## src/rtl/serial_comparator.sv

```systemverilog
// Serial magnitude comparator: compares two unsigned words one chunk per cycle,
// most-significant chunk first, and stops at the first chunk that differs.
module serial_comparator #(
  parameter int unsigned WORD_WIDTH  = 16,
  parameter int unsigned CHUNK_WIDTH = 4
) (
  input  logic                  clk_i,
  input  logic                  rst_ni,
  input  logic                  start_i,
  output logic                  ready_o,
  input  logic [WORD_WIDTH-1:0] a_i,
  input  logic [WORD_WIDTH-1:0] b_i,
  output logic                  valid_o,
  output logic                  above_o,
  output logic                  below_o,
  output logic                  equal_o
);

  localparam int unsigned N    = WORD_WIDTH / CHUNK_WIDTH;
  localparam int unsigned IdxW = (N > 1) ? $clog2(N) : 1;
  localparam logic [IdxW-1:0] IdxMax = IdxW'(N - 1);

  typedef enum logic [1:0] {StIdle, StCompare, StDone} state_e;

  state_e                state_q, state_d;
  logic [IdxW-1:0]       idx_q, idx_d;
  logic [WORD_WIDTH-1:0] a_q, a_d;
  logic [WORD_WIDTH-1:0] b_q, b_d;
  logic                  above_q, above_d;
  logic                  below_q, below_d;
  logic                  equal_q, equal_d;

  // The latched operands are shifted left as chunks match, so the chunk at
  // index idx_q always sits in the top CHUNK_WIDTH bits.
  logic [CHUNK_WIDTH-1:0] a_top, b_top;
  assign a_top = a_q[WORD_WIDTH-1 -: CHUNK_WIDTH];
  assign b_top = b_q[WORD_WIDTH-1 -: CHUNK_WIDTH];

  // Next-state logic: accept, chunk-by-chunk compare with early exit, done.
  always_comb begin
    state_d = state_q;
    idx_d   = idx_q;
    a_d     = a_q;
    b_d     = b_q;
    above_d = above_q;
    below_d = below_q;
    equal_d = equal_q;
    unique case (state_q)
      StIdle: begin
        if (start_i) begin
          a_d     = a_i;
          b_d     = b_i;
          idx_d   = IdxMax;
          state_d = StCompare;
        end
      end
      StCompare: begin
        if (a_top != b_top) begin
          above_d = (a_top > b_top);
          below_d = (a_top < b_top);
          equal_d = 1'b0;
          state_d = StDone;
        end else if (idx_q == '0) begin
          above_d = 1'b0;
          below_d = 1'b0;
          equal_d = 1'b1;
          state_d = StDone;
        end else begin
          idx_d = idx_q - 1'b1;
          a_d   = a_q << CHUNK_WIDTH;
          b_d   = b_q << CHUNK_WIDTH;
        end
      end
      StDone: begin
        state_d = StIdle;
      end
      default: begin
        state_d = StIdle;
      end
    endcase
  end

  // State register with synchronous active-low reset.
  always_ff @(posedge clk_i) begin
    if (!rst_ni) begin
      state_q <= StIdle;
      idx_q   <= IdxMax;
      a_q     <= '0;
      b_q     <= '0;
      above_q <= 1'b0;
      below_q <= 1'b0;
      equal_q <= 1'b0;
    end else begin
      state_q <= state_d;
      idx_q   <= idx_d;
      a_q     <= a_d;
      b_q     <= b_d;
      above_q <= above_d;
      below_q <= below_d;
      equal_q <= equal_d;
    end
  end

  // Outputs decoded from state; result flags held until the next result.
  always_comb begin
    ready_o = (state_q == StIdle);
    valid_o = (state_q == StDone);
    above_o = above_q;
    below_o = below_q;
    equal_o = equal_q;
  end

endmodule

```

## config.mk

```make
export PLATFORM = sky130hd
export DESIGN_NAME = serial_comparator
export DESIGN_NICKNAME = d
export VERILOG_FILES = /design/src/rtl/serial_comparator.sv
export SDC_FILE = /design/constraint.sdc
export NUM_CORES = 1
export LEC_CHECK = 0
export ABC_CLOCK_PERIOD_IN_PS = 1800
export CORE_UTILIZATION = 45
export DETAILED_ROUTE_END_ITERATION = 16
export PLACE_DENSITY = 0.78
export SLEW_MARGIN = 20
export SYNTH_ARGS = -nofsm -noshare
export SYNTH_HDL_FRONTEND = slang
export SYNTH_SLANG_ARGS = --single-unit
```

## constraint.sdc

```tcl
create_clock -name clk_i -period 1.8 [get_ports clk_i]
set_clock_uncertainty 0.1 [all_clocks]
set_input_delay 0.36 -clock clk_i [delete_from_list [all_inputs] [get_ports clk_i]]
set_output_delay 0.36 -clock clk_i [all_outputs]
set_load 0.05 [all_outputs]
```

==> results of run 1 <==
## timing repair
item,CTS,global route
endpoints found under the setup margin,34,36
setup buffers,10,4
gates resized for setup,20,41
cloned,3,2
pin swaps,7,37
## kinds of logic (layout without fill, tap and decap cells)
group / count (synthesis) / count (layout) / share of synthesized area
and+or+nand+nor: 110 / 110 / 0.2365
buffers and inverters: 24 / 98 / 0.06719
AOI/OAI and AO/OA: 42 / 42 / 0.2523
DFF: 39 / 39 / 0.4111
adders and majority gates: 5 / 5 / 0.03294
## metal layers
| layer | vias to the layer above | part of all wire |
|---|---|---|
| li1 | 908 | - |
| met1 | 895 | 0.41 |
| met2 | 53 | 0.52 |
| met3 | 12 | 0.041 |
| met4 | 0 | 0.021 |
| met5 | - | 0 |
## layout by cell type, fill, tap and decap left out, types with 2 or more instances in the layout
cell             count
dfxtp_1             34
nand2_1             60
nor2_4               4
buf_4               30
buf_6                9
nor2_1              17
a21oi_1              3
inv_2                3
clkbuf_16            2
nor2_2              12
and2_1               2
ha_4                 4
a2bb2oi_2            7
o22ai_1              2
buf_12               5
clkbuf_8             5
a311oi_1             2
clkdlybuf4s50_1     34
nor3_1               2
nand3_1              2
buf_16               2
a311oi_2            22
inv_1                4
nor2b_1              2
dfxtp_2              5
## through the flow
step	area [um2]	power [W]	instances	hold WS, ns
6_report	3019	0.002830	344	0.3883
5_1_grt	3019	0.002962	344	0.4102
4_1_cts	2771	0.002624	338	0.3855
3_5_place_dp	2485	0.001885	317	0.3754
3_3_place_gp	2485	0.001852	317	0.3653
2_1_floorplan	1899	0.001565	220	0.3551
## worst reg2reg max path, stage by stage, from the launching register on
cell and delay, ns:
dfxtp_2 0.34, inv_1 0.07, ha_4 0.26, nand4_1 0.17, o31ai_4 0.30, buf_6 0.19, buf_12 0.12, nor2_2 0.04
a311oi_2 0.24
## cell type report
| class | count | area (um2) | area share |
|---|---|---|---|
| clock buffers | 6 | 72.57 | 0.02404 |
| clock inverters | 2 | 12.51 | 0.004144 |
| inverters | 8 | 30.03 | 0.009946 |
| multi-input cells | 157 | 1182 | 0.3916 |
| flip-flops and latches | 39 | 787.0 | 0.2607 |
| well taps | 50 | 62.56 | 0.02072 |
| repair buffers | 82 | 872.1 | 0.2889 |
## path summary, 6_finish.rpt
| path | startpoint | end | slack (ns) | depth (start not counted) |
|---|---|---|---|---|
| max | a_q[12] | a_q[5] | -0.14 | 8 |
| max reg2reg | a_q[12] | a_q[5] | -0.14 | 8 |
| min | below_o | below_o | 0.39 | 2 |
| min reg2reg | below_o | below_o | 0.39 | 2 |
## Yosys cell counts
| library cell | n | area share |
|---|---|---|
| nand2_1 | 61 | 0.12 |
| clkbuf_1 | 7 | 0.014 |
| buf_6 | 3 | 0.018 |
| dfxtp_1 | 39 | 0.41 |
| a21o_1 | 1 | 0.0040 |
| o22ai_1 | 2 | 0.0066 |
| nor2b_1 | 2 | 0.0066 |
| nor3_1 | 3 | 0.0079 |
| a2bb2oi_1 | 7 | 0.032 |
| nand4_1 | 1 | 0.0033 |
| ha_1 | 5 | 0.033 |
| nand3_1 | 3 | 0.0079 |
| o21a_1 | 1 | 0.0040 |
| a311oi_2 | 20 | 0.16 |
| o21ai_0 | 2 | 0.0053 |
| and2_1 | 3 | 0.0099 |
| buf_4 | 3 | 0.012 |
| buf_2 | 3 | 0.0079 |
| or3_1 | 1 | 0.0033 |
| a21oi_1 | 3 | 0.0079 |
| o31ai_4 | 1 | 0.011 |
| nor2_1 | 33 | 0.065 |
| inv_1 | 7 | 0.014 |
| a311oi_1 | 4 | 0.018 |
| or3b_1 | 1 | 0.0046 |
| nand2b_1 | 1 | 0.0033 |
| o31a_1 | 1 | 0.0046 |
| nor3b_1 | 1 | 0.0040 |
| clkinv_1 | 1 | 0.0020 |
## power breakdown
part           internal [W]  switching, W  total, W
registers          0.000978     0.0000881   0.00107
logic              0.000626      0.000553   0.00118
clock network      0.000271      0.000314  0.000585
## registers in the layout, indices dropped and copies added, names as in the netlist
| name | flops |
|---|---|
| above_o | 1 |
| state_q | 2 |
| idx_q | 2 |
| equal_o | 1 |
| below_o | 1 |
| b_q | 16 |
| a_q | 16 |
==> qor.yml, run 1 <==
status: "finished with violations"
violations: "negative setup slack"
tightest_slew_ns: 0.3354
critical_path_arrival_ns: 2.04
netlist_area_mm2: 0.001899
slowest_delay_ns: 0.34
row_count: 23
grt.overflow.total: 0
drc_errors: 0
grt-busiest-layer: "met2"
htree_levels: 2
cellPowerDensity_mw_per_mm2: 937.3
gp_congestion: 0.7546
rsz0062_at_grt: "true"
met2_usage: 0.4104
ys_seq_area_frac: 0.4111
cp.required_ns: 1.90
leakage_nw: 1.178
yosys_warnings: 0
postSynthCellCount: 220
dieArea_mm2: 0.004484
cts_tree: "yes"
peakVddDrop_uv: 580.8
start_util: 0.4714
cts_max_path_buffers: 2
grt_pass1_wl_mm: 7.548
ios: 40
layout-drive-gt1-share: 0.4014
max_freq_mhz: 516.5
syn_nets: 260
grt_usage: 0.2315
fp.dieW_um: 66.97
die_h_um: 66.97
dp_hpwl_mm: 3.074
finalWirelength_mm: 5.387
drv_cap: 0
wl_per_cell_um: 15.66
crit_fanout: 5
drtIter0Drc: 126
drtPass1Iterations: 4
grt_start_max_net_pins: 28
ys_ff_latch: 39
syn_area_per_cell_um2: 8.633
min_period_ns: 1.936
tns_ns: -1.878
critPathLaunchType: "flop"
routed_via_density: 5.430
finalMaxSlewViolations: 0
finalCritPeriodShare: 1.076
setup_violations: 25
ant_nets: 0
cp_slowest_cell: "dfxtp_2"
crit_buf_inv: 3
grt_pass1_vias: 1683
antenna_found_initial: 0
core_area_mm2: 0.004029
critical_path.top_delay_family: "compound AO/OA/AOI/OAI gates"
io_buffers: 39
fin_util: 0.7494
root_buffer: "clkbuf_8"
cp-end-kind: "flop"
crit_type: "flop to flop"
path_clk_slew_ns: 0.08
cts_buffers: 5
nets: 333
dr_total_vias: 1868
relSlewSlack: 0.7759
antenna_cells: 0
netlist-cell-type-count: 29
use_met1: 0.2640
ctsHoldBuffers: 0
numClockSinks: 39
min_path_type: "flop to flop"
hold_viol_final: 0
crit_chain: "inv_1 > ha_4 > nand4_1 > o31ai_4 > buf_6 > buf_12 > nor2_2 > a311oi_2"
met3_usage: 0.04623
clk_latency_ns: 0.30
place_ws_ns: -0.2719
area_delta_synth_final_pct: 58.96
nFillCells: 276
fin_ws_ns: -0.1362
Power figures use the tool's default switching activity.
==> run 2, diff against run 1 <==
SLEW_MARGIN = 40   (was 20)
==> results of run 2 <==
The final DEF is identical to that of run 1; final timing and power are the same.
==> run 3, diff against run 2 <==
CORE_UTILIZATION = 48   (was 45)
DONT_BUFFER_PORTS = 1   (was not set)
GPL_ROUTABILITY_DRIVEN = 0   (was not set)
PLACE_DENSITY = 0.68   (was 0.78)
==> qor.yml, run 3 (synthesis results as in run 1) <==
status: "finished with violations"
violations: "negative setup slack"
path_clk_slew_ns: 0.08
antenna_cells: 0
max_freq_mhz: 500.8
tightest_slew_ns: 0.5277
min_period_ns: 1.997
layout-drive-gt1-share: 0.3889
relSlewSlack: 0.6477
finalWirelength_mm: 5.188
grt.overflow.total: 0
critical_path_arrival_ns: 2.10
rsz0062_at_grt: "true"
area_delta_synth_final_pct: 35.97
finalCritPeriodShare: 1.109
final_common_cell: "nand2_1"
critPathLaunchType: "flop"
core_area_mm2: 0.003716
cts_max_path_buffers: 2
clk_latency_ns: 0.30
dr_total_vias: 1711
reg_top3: "a_q (16), b_q (16)"
crit_fanout: 5
min_path_type: "primary input to flop"
clockPowerShare: 0.291
nets: 291
cts_tree: "yes"
crit_type: "flop to flop"
wl_per_cell_um: 17.29
drv_cap: 0
row_count: 22
numClockSinks: 39
final_cell_mix: "nand2_1, dfxtp_1, buf_4, a311oi_2, nor2_1"
ant_nets: 0
grt_start_max_net_pins: 28
start_util: 0.5111
switching_share: 0.3084
hold_viol_final: 0
die_h_um: 64.91
grt_usage: 0.2342
routed_via_density: 5.703
htree_levels: 2
drtPass1Iterations: 4
io_buffers: 0
cp.required_ns: 1.91
cellPowerDensity_mw_per_mm2: 1158
setup_violations: 38
ios: 40
fin_util: 0.6949
internal_power_w: 0.002068
fp.dieW_um: 64.91
antenna_found_initial: 0
dieArea_mm2: 0.004213
leakage_nw: 1.023
tns_ns: -5.311
fin_ws_ns: -0.1969
nFillCells: 269
p_seq_frac: 0.364
cp-end-kind: "flop"
root_buffer: "clkbuf_8"
dp_hpwl_mm: 2.788
drc_errors: 0
instances_no_fill: 300
peakVddDrop_uv: 539.1
power.switching_w: 0.0009221
grt_pass1_vias: 1537
finalMaxSlewViolations: 0
drtIter0Drc: 97
dp_cells: 274
cts_buffers: 5
grt_pass1_wl_mm: 7.286
comb_power_share: 0.345
-- run 3: path summary, 6_finish.rpt --
check / cells after the start / end / startpoint / slack [ns]
worst max-delay path: 8 / a_q[10] / b_q[13] / -0.20
worst min-delay path: 1 / a_q[3] / rst_ni / 0.09
worst max register to register: 8 / a_q[10] / b_q[13] / -0.20
worst min register to register: 2 / a_q[4] / a_q[0] / 0.37
-- run 3: routing by layer --
layer,track usage,routed length (um),vias up
met1,0.2786,2199,817
met2,0.3841,2578,52
met5,0,0,-
met4,0.1278,166,0
met3,0.05634,243,15
li1,-,-,827
-- run 3: worst max-delay path, cell delays in order, from the launching register on --
cell	delay [ns]
dfxtp_2	0.36
inv_2	0.05
ha_4	0.27
nand4_1	0.22
o31ai_4	0.27
buf_6	0.19
buf_8	0.15
nor2_4	0.04
a311oi_2	0.25
-- run 3: final cells by class --
type                       instances  area, um2  share of cell area
multi-input combinational        157       1114              0.4312
clock buffer                       6      72.57             0.02810
sequential                        39      792.0              0.3067
inverter                           8      30.03             0.01163
tap                               48      60.06             0.02326
clock inverter                     2      60.06             0.02326
timing repair buffer              40      454.2              0.1759
-- run 3: what timing repair did --
item                                    CTS  global route
endpoints found under the setup margin   27            36
hold buffers                              0             0
setup buffers                             6             7
resized for setup                        23            30
cloned                                    2             3
pin swaps                                 2             3
-- run 3: power by group through the flow --
stage / sequential, W / clock (W) / combinational (W)
after floorplan: 0.00106 / 0 / 0.000504
after global placement: 0.00108 / 0 / 0.000657
after detailed placement: 0.00108 / 0 / 0.000667
after CTS: 0.00107 / 0.000877 / 0.000840
after global routing: 0.00110 / 0.000919 / 0.00111
final: 0.00109 / 0.000869 / 0.00103
-- run 3: metrics by stage --
step	instance area, um2	hold WS [ns]	power (W)	worst slack, ns
after CTS	2390	0.08642	0.002787	-0.03643
after global routing	2582	0.08110	0.003127	-0.2839
after floorplan	1899	0.3551	0.001565	0.003742
after detailed placement	2052	0.3685	0.001745	-0.1500
final	2582	0.08992	0.002990	-0.1969
after global placement	2052	0.3653	0.001732	-0.07474
